--- config.mk ---
export PLATFORM = sky130hd
export DESIGN_NAME = key_cmd_debounce
export DESIGN_NICKNAME = d
export VERILOG_FILES = /design/src/rtl/key_cmd_debounce.sv
export SDC_FILE = /design/constraint.sdc
export NUM_CORES = 1
export LEC_CHECK = 0
export ABC_AREA = 1
export CAP_MARGIN = 20
export CORE_ASPECT_RATIO = 1.2
export CORE_MARGIN = 3
export CORE_UTILIZATION = 50
export DETAILED_ROUTE_END_ITERATION = 8
export PLACE_DENSITY = 0.77
export REMOVE_ABC_BUFFERS = 1
export SYNTH_ARGS = -nofsm -noshare
export SYNTH_HDL_FRONTEND = slang
export SYNTH_SLANG_ARGS = --single-unit
--- constraint.sdc ---
create_clock -name sys_clk -period 5.13 [get_ports sys_clk]
set_input_delay 1.2825 -clock sys_clk [delete_from_list [all_inputs] [get_ports sys_clk]]
set_output_delay 1.2825 -clock sys_clk [all_outputs]
set_load 0.02 [all_outputs]
--- src/rtl/key_cmd_debounce.sv ---
// Four-channel push-button conditioner: 2-flop synchroniser per key, then an
// independent debounce FSM per key producing press/release pulses, level and toggle.
module key_cmd_debounce #(
    parameter int N_KEYS          = 4,
    parameter int CNT_W           = 20,
    parameter int DEBOUNCE_CYCLES = 1000000
) (
    input  logic              sys_clk,
    input  logic              rst,
    input  logic [N_KEYS-1:0] key_n,
    output logic [N_KEYS-1:0] key_press,
    output logic [N_KEYS-1:0] key_release,
    output logic [N_KEYS-1:0] key_level,
    output logic [N_KEYS-1:0] key_toggle
);

    typedef enum logic [1:0] {
        RELEASED     = 2'd0,
        PRESS_WAIT   = 2'd1,
        PRESSED      = 2'd2,
        RELEASE_WAIT = 2'd3
    } state_t;

    localparam logic [CNT_W-1:0] CNT_LAST = CNT_W'(DEBOUNCE_CYCLES - 1);
    localparam logic [CNT_W-1:0] CNT_ONE  = CNT_W'(1);

    logic [N_KEYS-1:0] key_s_p0;
    logic [N_KEYS-1:0] key_s_p1;

    // Synchroniser stage: idles high (released) so reset never looks like a press
    always_ff @(posedge sys_clk or posedge rst) begin
        if (rst) begin
            key_s_p0 <= '1;
            key_s_p1 <= '1;
        end else begin
            key_s_p0 <= key_n;
            key_s_p1 <= key_s_p0;
        end
    end

    for (genvar i = 0; i < N_KEYS; i++) begin : g_ch
        state_t           state, state_nxt;
        logic [CNT_W-1:0] cnt, cnt_nxt;
        logic             press_q, press_nxt;
        logic             release_q, release_nxt;
        logic             level_q, level_nxt;
        logic             toggle_q, toggle_nxt;
        logic             s;

        assign s = key_s_p1[i];

        // Debounce stage: state, counter and all outputs are registered together
        always_ff @(posedge sys_clk or posedge rst) begin
            if (rst) begin
                state     <= RELEASED;
                cnt       <= '0;
                press_q   <= 1'b0;
                release_q <= 1'b0;
                level_q   <= 1'b0;
                toggle_q  <= 1'b0;
            end else begin
                state     <= state_nxt;
                cnt       <= cnt_nxt;
                press_q   <= press_nxt;
                release_q <= release_nxt;
                level_q   <= level_nxt;
                toggle_q  <= toggle_nxt;
            end
        end

        always_comb begin
            state_nxt   = state;
            cnt_nxt     = cnt;
            press_nxt   = 1'b0;
            release_nxt = 1'b0;
            level_nxt   = level_q;
            toggle_nxt  = toggle_q;
            case (state)
                RELEASED: begin
                    if (!s) begin
                        state_nxt = PRESS_WAIT;
                        cnt_nxt   = '0;
                    end
                end
                PRESS_WAIT: begin
                    if (s) begin
                        state_nxt = RELEASED;
                        cnt_nxt   = '0;
                    end else if (cnt == CNT_LAST) begin
                        state_nxt  = PRESSED;
                        cnt_nxt    = '0;
                        press_nxt  = 1'b1;
                        level_nxt  = 1'b1;
                        toggle_nxt = ~toggle_q;
                    end else begin
                        cnt_nxt = cnt + CNT_ONE;
                    end
                end
                PRESSED: begin
                    if (s) begin
                        state_nxt = RELEASE_WAIT;
                        cnt_nxt   = '0;
                    end
                end
                RELEASE_WAIT: begin
                    if (!s) begin
                        state_nxt = PRESSED;
                        cnt_nxt   = '0;
                    end else if (cnt == CNT_LAST) begin
                        state_nxt   = RELEASED;
                        cnt_nxt     = '0;
                        release_nxt = 1'b1;
                        level_nxt   = 1'b0;
                    end else begin
                        cnt_nxt = cnt + CNT_ONE;
                    end
                end
                default: begin
                    state_nxt = RELEASED;
                    cnt_nxt   = '0;
                end
            endcase
        end

        assign key_press[i]   = press_q;
        assign key_release[i] = release_q;
        assign key_level[i]   = level_q;
        assign key_toggle[i]  = toggle_q;
    end

endmodule

# Yosys cells after proc, flatten, opt, wreduce, memory -nomap -nowiden
# Cells that the tools add are included.
[op_classes]
add_sub_neg = 4
n_eq_ne = 48
n_mux = 92
bitwise_logic = 8
n_reduce_logical = 24
[ops]
columns = ["operator", "n"]
rows = [
  ["2-to-1 mux 20 bit", 20],
  ["case mux 20 bit (4 select lines)", 4],
  ["adder 20 x 1 -> 20 bit, second input constant", 4],
  ["== test 20 bit, second input constant", 4],
  ["2-to-1 mux 2 bit", 24],
  ["!= test 2 bit, second input constant", 24],
  ["2-to-1 mux 1 bit", 36],
  ["case mux 2 bit (4 select lines)", 4],
  ["!= test 3 bit, second input constant", 8],
  ["AND reduction 5 bit", 4],
  ["== test 2 bit, second input constant", 8],
  ["AND reduction 4 bit", 4],
  ["AND reduction 3 bit", 4],
  ["== test 2 x 1 -> 1 bit, second input constant", 4],
  ["logical NOT 2 bit", 4],
  ["NOT 1 bit", 8],
  ["case mux 1 bit (2 select lines)", 4],
  ["AND reduction 2 bit", 4],
  ["nonzero test 2 bit", 4],
]
[word_totals]
reg_bits = 112
input_bits = 6
out_inout_bits = 16
elab_cells = 202

# Logic depth before layout (Yosys ltp)
# Gate-level depths: netlist of run 1.
[logic_depth]
depth_word = 4
mapped_depth = 11

# Least setup slack after synthesis of run 1
# No wires, ideal clock.
[synth_path]
path_kind = "register -> output"
startpoint = "register g_ch[3].toggle_q"
endpoint = "output port key_toggle[3]"
arrival_time_ns = 0.518
path_slack_ns = 3.330
path_stages_with_launch = 2
path_buffers = 1
cell_sequence = "dfrtp_1 buf_4"
[synth_lines]
columns = ["element", "line_no", "rtl"]
rows = [
  ["start: declaration", "47", "logic toggle_q, toggle_nxt;"],
  ["start signal: assignment", "67", "toggle_q <= toggle_nxt;"],
  ["end: declaration", "14", "output logic [N_KEYS-1:0] key_toggle"],
]
# No word-level cell between the ends.

# Final worst setup path of run 1
[layout_path]
startpoint = "register g_ch[3].toggle_q"
endpoint = "output port key_toggle[3]"
# No word-level cell between the ends.

==> flow_summary.yaml, run 1 <==
clock_network:
  cts.clk_slew.worst_paths_ns: 0.08
  clock_sinks: 112
  clock_latency_ns: 0.35
  clockRootBuffer: "clkbuf_16"
  cts_resized: 0
  cts_tree: "yes"
  postCtsSetupBuffers: 0
  cts_buffer_depth: 2
  h-tree-depth: 3
  cts_hold_buf: 0
  cts_buffers: 9
synthesis:
  yosys_register_bits: 112
  yosysWarningCount: 0
  synth_xor_area_share_pct: 4.439
  yosys.area_share.simple_pct: 33.86
  synth_top_family_by_area: "simple AND/OR/NAND/NOR gates"
  synth_mux_area_share_pct: 0
  avgSynthCellArea_um2: 7.554
  synth_adder_area_share_pct: 0.7686
  synth_area_um2: 6511
  synth_cell_types: 37
  ys_seq_area_share_pct: 43.20
  synth-compound-area-share_pct: 8.032
  postSynthCellCount: 862
grt:
  met2_usage_pct: 34.50
  use_met1_pct: 25.52
  grt.overflow.total: 0
  grt_busiest_layer: "met2"
  grt_max_degree: 66
  grt_pass1_wl_um: 23520
  grt_pass1_vias: 5288
  met3_usage_pct: 3.440
  track_usage_pct: 20.24
  antenna_found_initial: 0
final_layout:
  layout-drive-gt1-share_pct: 8.800
  num-nets-final: 880
  regArea_um2: 2813
  antenna_cells: 0
  fill_cells: 1179
  syn_to_final_growth_pct: 7.994
  final_cell_area_um2: 7032
  multiInputGateArea_um2: 3067
placed_design:
  gp_congestion: 0.9235
  port_buffers: 21
  placedInstanceArea_um2: 6748
  dp_hpwl_um: 9571
timing:
  rsz0062_at_grt: "false"
  skew_ns: 0.008263
  hold_slack_ns: 0.3611
  worst_slew_pin_slew_ns: 0.7733
  slew_headroom_pct: 48.45
  fmax_mhz: 380.6
  tns_ns: 0
  min_period_ns: 2.628
  final-setup-viol-count: 0
  final-max-slew-violation-count: 0
  period_share_pct: 51.22
  hold_viol: 0
critical_path:
  reg2reg_from: "g_ch[0].cnt[0]"
  r2r-end: "g_ch[0].cnt[6]"
  crit_chain: "clkdlybuf4s50_1"
  reg2reg_slack_ns: 3.25
  crit_required_ns: 3.85
  worstSetupPathType: "reg -> out"
  cp_max_fo: 3
  slowest_delay_ns: 0.61
  critical-path-slowest-cell: "clkdlybuf4s50_1"
  crit_path_start_kind: "register"
  crit_family: "buffers and inverters"
  crit_path_end_kind: "output pin"
  crit_buf_inv: 1
  rr_worst_depth: 8
  crit_arrival_ns: 1.35
hold_path:
  hold_class: "reg -> reg"
  whs_endpoint: "key_s_p1[1]"
  hold_depth: 0
  hp-start: "key_s_p0[1]"
detailed_routing:
  wirelength_um: 13460
  vias: 5526
  drc: 0
  firstDrtPassIters: 5
  avgViaCountPerCell: 5.319
  wire_per_inst_um: 12.96
  drt_iter0_markers: 398
  ant_nets: 0
pwr:
  seq_power_share_pct: 47.6
  power_density_nw_per_um2: 302.8
  p_total_mw: 2.129
  p_switching_mw: 0.7239
  leakage_nw: 3.155
  power_frac_comb_pct: 20.4
  power_frac_clock_pct: 32.0
  vdd_ir_drop_max_mv: 0.1970
  switching_share_pct: 34.01
  p_int_mw: 1.405
status:
  status: "completed"
floorplan:
  io_pins: 22
  die_area_um2: 14430
  die_w_um: 110.2
  core_region_area_um2: 12670
  dieHeight_um: 131.0
  start_util_pct: 51.40
  fp-row-count: 45
flow_run:
  cap_violations: 0
-- worst max path at each step --
stage	to	startpoint	depth (start not counted)
floorplan	asynchronous set/reset pin	rst	1
global placement	key_s_p1[1]	rst	3
detailed placement	key_s_p0[1]	rst	3
CTS	key_toggle[3]	g_ch[3].toggle_q	1
global route	key_toggle[3]	g_ch[3].toggle_q	1
finish	key_toggle[3]	g_ch[3].toggle_q	1
-- registers in the layout, indices dropped and copies added (netlist names), named ones only --
name	cells
g_ch.level_q	4
g_ch.press_q	4
g_ch.toggle_q	4
g_ch.release_q	4
g_ch.cnt	80
key_s_p0	4
key_s_p1	4
g_ch.state	4
-- synthesized netlist by cell type (all sizes together) --
cell / n / share of area [%]
nand4: 31 / 3.0
dfstp: 8 / 3.2
nand3: 80 / 6.5
nor3: 12 / 1.1
xnor2: 5 / 0.67
o22ai: 26 / 3.2
o21bai: 2 / 0.23
inv: 110 / 6.4
o21ai: 42 / 3.5
nor3b: 1 / 0.12
ha: 4 / 0.77
or2: 1 / 0.096
xor2: 28 / 3.8
dfrtp: 104 / 40
a21oi: 13 / 1.1
nor2: 113 / 8.0
a21o: 1 / 0.12
nand2: 252 / 15
clkbuf: 2 / 0.12
clkinv: 1 / 0.077
buf: 26 / 3.1
-- power by group through the flow --
stage,logic (mW),registers [mW],clock network (mW)
floorplan,0.309,1.01,0
global placement,0.430,1.03,0
detailed placement,0.440,1.03,0
CTS,0.441,1.01,0.692
global route,0.498,1.02,0.732
finish,0.435,1.01,0.681
-- layout make-up --
class	instances	area share [%]
multi-input cells	611	43.61
flip-flops and latches	112	40.00
inverters	111	6.014
clock buffers	11	3.452
repair buffers	25	3.416
well taps	164	2.918
clock inverters	5	0.5872
-- per-layer routing --
layer / share of wire [%] / vias to the layer above
li1: - / 2769
met1: 44 / 2610
met2: 50 / 114
met3: 3.4 / 33
met4: 2.6 / 0
met5: 0 / -
-- cells in the final DEF (no fill, tap or decap), types with 4 or more instances in the layout --
cell type,n
buf_4,4
ha_1,4
nand3_1,76
nand2_2,9
nand2_1,241
nand4_1,31
dfrtp_1,104
xor2_1,28
o21ai_1,11
clkdlybuf4s50_1,21
nor2_2,6
nor2_1,97
o22ai_2,7
nor3_1,10
clkbuf_16,9
dfstp_2,8
o21ai_0,27
o22ai_1,19
nand3_2,4
inv_1,107
o21ai_2,4
a21oi_1,12
xnor2_1,5
nor2_4,9
-- kinds of logic after synthesis --
group / after synthesis
AO/OA/AOI/OAI: 84
XOR/XNOR: 33
AND/OR/NAND/NOR: 490
adder cells (fa/ha/maj): 4
flip-flops: 112
buffers and inverters: 139
-- through the flow --
step                      util (%)  worst slack, ns  instances
after global routing         55.51            2.456       1039
final                        55.51            2.502       1039
after detailed placement     53.26            2.356       1023
after CTS                    55.51            2.490       1039
after floorplan                  -           0.9017        834
after global placement       53.26            2.362       1023
No activity file was read; power rests on OpenSTA's default activity.
==> run 2, diff against run 1 <==
Clock period 5.13 ns to 2.6 ns, I/O delays scaled along.
==> run 2 against run 1 <==
Via count decreased by 1.3%. First-iteration DRC count increased by 8.3%. Count of clock-buffer cells in the layout is the same. Critical path depth is the same. Design area up 0.82%. Combinational power rose by 97%. Sequential cell count did not move. Worst setup slack worse by 1.9 ns. Clock power grew 110%. Sequential power rose by 97%. Wire length is 2.2% lower. Die area did not move.
==> flow_summary.yaml, run 2 (synthesized netlist as in run 1, its figures left out) <==
final_layout:
  syn_to_final_growth_pct: 8.878
  antenna_cells: 0
  layout-drive-gt1-share_pct: 9.215
  num-nets-final: 884
  final_cell_mix: "nand2_1 (241), inv_1 (107), dfrtp_1 (104), nor2_1 (97), nand3_1 (76)"
  mostFrequentLayoutCell: "nand2_1"
  regMostFlops: "g_ch.cnt"
  fill_cells: 1183
  final_util_pct: 55.96
  instances_no_fill: 1043
  largest_reg_flops: 80
grt:
  grt_max_degree: 37
  track_usage_pct: 19.42
  grt_pass1_vias: 5043
  antenna_found_initial: 0
  grt_pass1_wl_um: 22630
  grt.overflow.total: 0
timing:
  tns_ns: 0
  rsz0062_at_grt: "false"
  final-setup-viol-count: 0
  hold_viol: 0
  worst_slew_pin_slew_ns: 0.5985
  min_period_ns: 2.011
  fmax_mhz: 497.4
  final-max-slew-violation-count: 0
  period_share_pct: 77.33
  slew_headroom_pct: 59.89
  hold_slack_ns: 0.3570
  skew_ns: 0.009844
critical_path:
  reg2reg_slack_ns: 0.77
  path_depth: 1
  slowest_delay_ns: 0.62
  crit_arrival_ns: 1.36
  crit_buf_inv: 1
  crit_chain: "clkdlybuf4s50_1"
  critical-path-slowest-cell: "clkdlybuf4s50_1"
  r2r-end: "g_ch[2].cnt[16]"
  reg2reg_from: "g_ch[2].cnt[0]"
  rr_worst_depth: 10
  critPathCapture: "key_level[0]"
  worstSetupPathType: "reg -> out"
  crit_path_start_kind: "register"
  crit_family: "buffers and inverters"
  cp_max_fo: 2
  startpoint: "g_ch[0].level_q"
  crit_path_end_kind: "output pin"
  crit_required_ns: 1.95
hold_path:
  hold_class: "reg -> reg"
clock_network:
  cts_buffers: 9
  cts_resized: 0
  clock_sinks: 112
  cts.clk_slew.worst_paths_ns: 0.07
  clock_latency_ns: 0.35
  cts_hold_buf: 0
  h-tree-depth: 3
  postCtsSetupBuffers: 0
  cts_buffer_depth: 2
  cts_tree: "yes"
  clockRootBuffer: "clkbuf_16"
pwr:
  power_density_nw_per_um2: 600.5
  vdd_ir_drop_max_mv: 0.3251
  leakage_nw: 3.191
  p_total_mw: 4.257
placed_design:
  gp_congestion: 0.9010
  port_buffers: 21
  dp_hpwl_um: 9599
  dp_cells: 1027
floorplan:
  die_area_um2: 14430
  dieHeight_um: 131.0
  io_pins: 22
  fp-row-count: 45
  die_w_um: 110.2
  core_region_area_um2: 12670
  start_util_pct: 51.40
detailed_routing:
  wire_per_inst_um: 12.62
  wl_met1_um: 6110
  wirelength_um: 13170
  ant_nets: 0
  met2WireLength_um: 6358
  avgViaCountPerCell: 5.227
  top_layer_used: "met4"
  vias: 5452
  drc: 0
  drt_iter0_markers: 431
  wl_met3_um: 373
  firstDrtPassIters: 5
flow_run:
  cap_violations: 0
status:
  status: "completed"
==> run 2: cell types whose count changed in the layout (fill, tap and decap cells not counted) <==
cell,previous run,this run
clkinv_4,2,1
buf_4,4,7
bufinv_16,0,1
buf_12,0,1
clkinvlp_4,2,1
clkinv_2,1,3
inv_6,1,0
==> run 2: where the power goes <==
part           internal [mW]  leakage, nW  switching (mW)
logic                  0.232         1.53           0.624
clock network          0.773        0.145           0.634
registers               1.87         1.52           0.128
total                   2.87         3.19            1.39
==> run 2: final cells by class <==
cell class | count | area [µm²] | area share (%)
inverters | 111 | 422.9 | 5.965
clock buffers | 11 | 242.7 | 3.424
well taps | 164 | 205.2 | 2.894
multi-input cells | 611 | 3067 | 43.26
flip-flops and latches | 112 | 2813 | 39.68
clock inverters | 5 | 56.30 | 0.7942
repair buffers | 29 | 282.8 | 3.989
==> run 2: per-stage QoR <==
stage          instance area, µm²  worst slack, ns
4_1_cts                      7089           0.5630
5_1_grt                      7089           0.5537
6_report                     7089           0.5895
3_5_place_dp                 6790           0.7644
3_3_place_gp                 6790           0.8373
2_1_floorplan                6300          -0.9958
==> run 2: worst min path at each step <==
stage                start           to  cells past startpoint
2_1_floorplan  key_s_p0[0]  key_s_p1[0]                      0
3_3_place_gp   key_s_p0[0]  key_s_p1[0]                      0
3_5_place_dp   key_s_p0[1]  key_s_p1[1]                      0
4_1_cts        key_s_p0[1]  key_s_p1[1]                      0
5_1_grt        key_s_p0[3]  key_s_p1[3]                      0
6_report       key_s_p0[1]  key_s_p1[1]                      0
==> run 2: layer usage <==
| metal | vias to the layer above | track usage [%] |
|---|---|---|
| met5 | - | 0 |
| met4 | 0 | 8.768 |
| met3 | 26 | 2.260 |
| met2 | 112 | 32.18 |
| met1 | 2550 | 25.52 |
| li1 | 2764 | - |
==> run 3, diff against run 2 <==
Clock period 2.6 ns to 1.9 ns, I/O delays scaled along.
==> run 3 against run 2 <==
Sequential power up 37%. Design area is 1.6% higher. First-iteration DRC count shrank 17%. Final cell count increased by 0.48%. Die area unchanged. Worst setup slack got worse by 0.52 ns. Global-route usage increased by 0.67 points. Utilization rose by 0.89 points. Hold slack is essentially flat. Clock skew down 0.0025 ns. Total power up 44%. Critical endpoint unchanged. Largest cell class unchanged. Largest power group unchanged.
==> flow_summary.yaml, run 3 (synthesized netlist as in run 1, its figures left out) <==
placed_design:
  dp_cells: 1032
  port_buffers: 21
  placedInstanceArea_um2: 6853
  gp_congestion: 0.9043
  dp_hpwl_um: 9737
clock_network:
  cts_tree: "yes"
  cts.clk_slew.worst_paths_ns: 0.07
  clock_latency_ns: 0.36
  postCtsSetupBuffers: 0
  h-tree-depth: 3
  cts_buffer_depth: 2
  clockRootBuffer: "clkbuf_16"
  clock_sinks: 112
  cts_buffers: 9
floorplan:
  fp-row-count: 45
  core_region_area_um2: 12670
  dieHeight_um: 131.0
  io_pins: 22
  die_w_um: 110.2
  die_area_um2: 14430
  start_util_pct: 51.40
grt:
  grt.overflow.total: 0
  grt_max_degree: 33
  track_usage_pct: 20.09
  grt_pass1_wl_um: 23420
  grt_pass1_vias: 5189
  antenna_found_initial: 0
critical_path:
  critical-path-slowest-cell: "clkdlybuf4s50_1"
  slowest_delay_ns: 0.62
  cp_max_fo: 2
  reg2reg_from: "key_s_p1[3]"
  crit_buf_inv: 1
  worstSetupPathType: "reg -> out"
  crit_path_start_kind: "register"
  crit_chain: "clkdlybuf4s50_1"
  rr_worst_depth: 8
  reg2reg_slack_ns: 0.13
  r2r-end: "g_ch[3].cnt[10]"
  crit_family: "buffers and inverters"
  crit_path_end_kind: "output pin"
  crit_required_ns: 1.42
  crit_arrival_ns: 1.36
timing:
  fmax_mhz: 545.3
  rsz0062_at_grt: "false"
  hold_viol: 0
  final-max-slew-violation-count: 0
  tns_ns: 0
  slew_headroom_pct: 67.52
  period_share_pct: 96.52
  final-setup-viol-count: 0
  worst_slew_pin_slew_ns: 0.4855
  skew_ns: 0.007327
  min_period_ns: 1.834
  hold_slack_ns: 0.3574
final_layout:
  fill_cells: 1131
  mostFrequentLayoutCell: "nand2_1"
  layout-drive-gt1-share_pct: 9.955
  final_cell_mix: "nand2_1 (241), inv_1 (107), dfrtp_1 (103), nor2_1 (97), nand3_1 (76)"
  antenna_cells: 0
  largest_reg_flops: 80
  regMostFlops: "g_ch.cnt"
  num-nets-final: 889
  syn_to_final_growth_pct: 10.61
  instances_no_fill: 1048
  final_cell_area_um2: 7202
hold_path:
  hp-start: "key_s_p0[0]"
  hold_class: "reg -> reg"
  whs_endpoint: "key_s_p1[0]"
  hold_depth: 0
detailed_routing:
  drc: 0
  wirelength_um: 13350
  avgViaCountPerCell: 5.250
  firstDrtPassIters: 4
  vias: 5502
  wire_per_inst_um: 12.74
  drt_iter0_markers: 357
  ant_nets: 0
status:
  status: "completed"
pwr:
  p_total_mw: 6.144
  leakage_nw: 3.246
  vdd_ir_drop_max_mv: 0.5077
  power_density_nw_per_um2: 853.1
flow_run:
  cap_violations: 0
-- run 3: metrics by stage --
stage,setup slack (ns),util (%)
5_1_grt,0.01037,56.85
3_5_place_dp,0.1608,54.09
2_1_floorplan,-1.521,-
6_report,0.06619,56.85
3_3_place_gp,0.2281,54.09
4_1_cts,0.03723,56.77
-- run 3: layout make-up --
type,instances,area [µm²],area share (%)
multi-input cells,611,3075,42.70
flip-flops and latches,112,2814,39.07
inverters,111,422.9,5.872
repair buffers,34,345.3,4.795
clock buffers,11,252.7,3.509
well taps,164,205.2,2.849
clock inverters,5,86.33,1.199
-- run 3: timing repair --
item,4_1_cts,5_1_grt
setup endpoints to repair,0,5
hold buffers,0,0
resized for setup,0,2
-- run 3: worst max-delay path by stage --
stage                                 end  depth (start not counted)            start  slack, ns
2_1_floorplan  asynchronous set/reset pin                          1              rst      -1.52
3_3_place_gp              g_ch[3].cnt[15]                         10   g_ch[3].cnt[0]       0.23
3_5_place_dp              g_ch[3].cnt[10]                         10   g_ch[3].cnt[0]       0.16
4_1_cts                      key_level[0]                          1  g_ch[0].level_q       0.04
5_1_grt                   g_ch[3].cnt[10]                         10   g_ch[3].cnt[0]       0.01
6_report                     key_level[0]                          1  g_ch[0].level_q       0.07
-- run 3: report_power, final --
part	switching, mW	internal, mW
clock	0.894	1.24
sequential	0.176	2.55
combinational	0.884	0.398
total	1.95	4.19
-- run 3: routing by layer --
layer	share of wire (%)	track usage, %	vias up	routed length [µm]
met5	0	0	-	0
met3	4.6	3.538	31	610
met2	50	33.43	127	6610
li1	-	-	2792	-
met4	2.5	7.681	0	331
met1	43	26.11	2552	5799
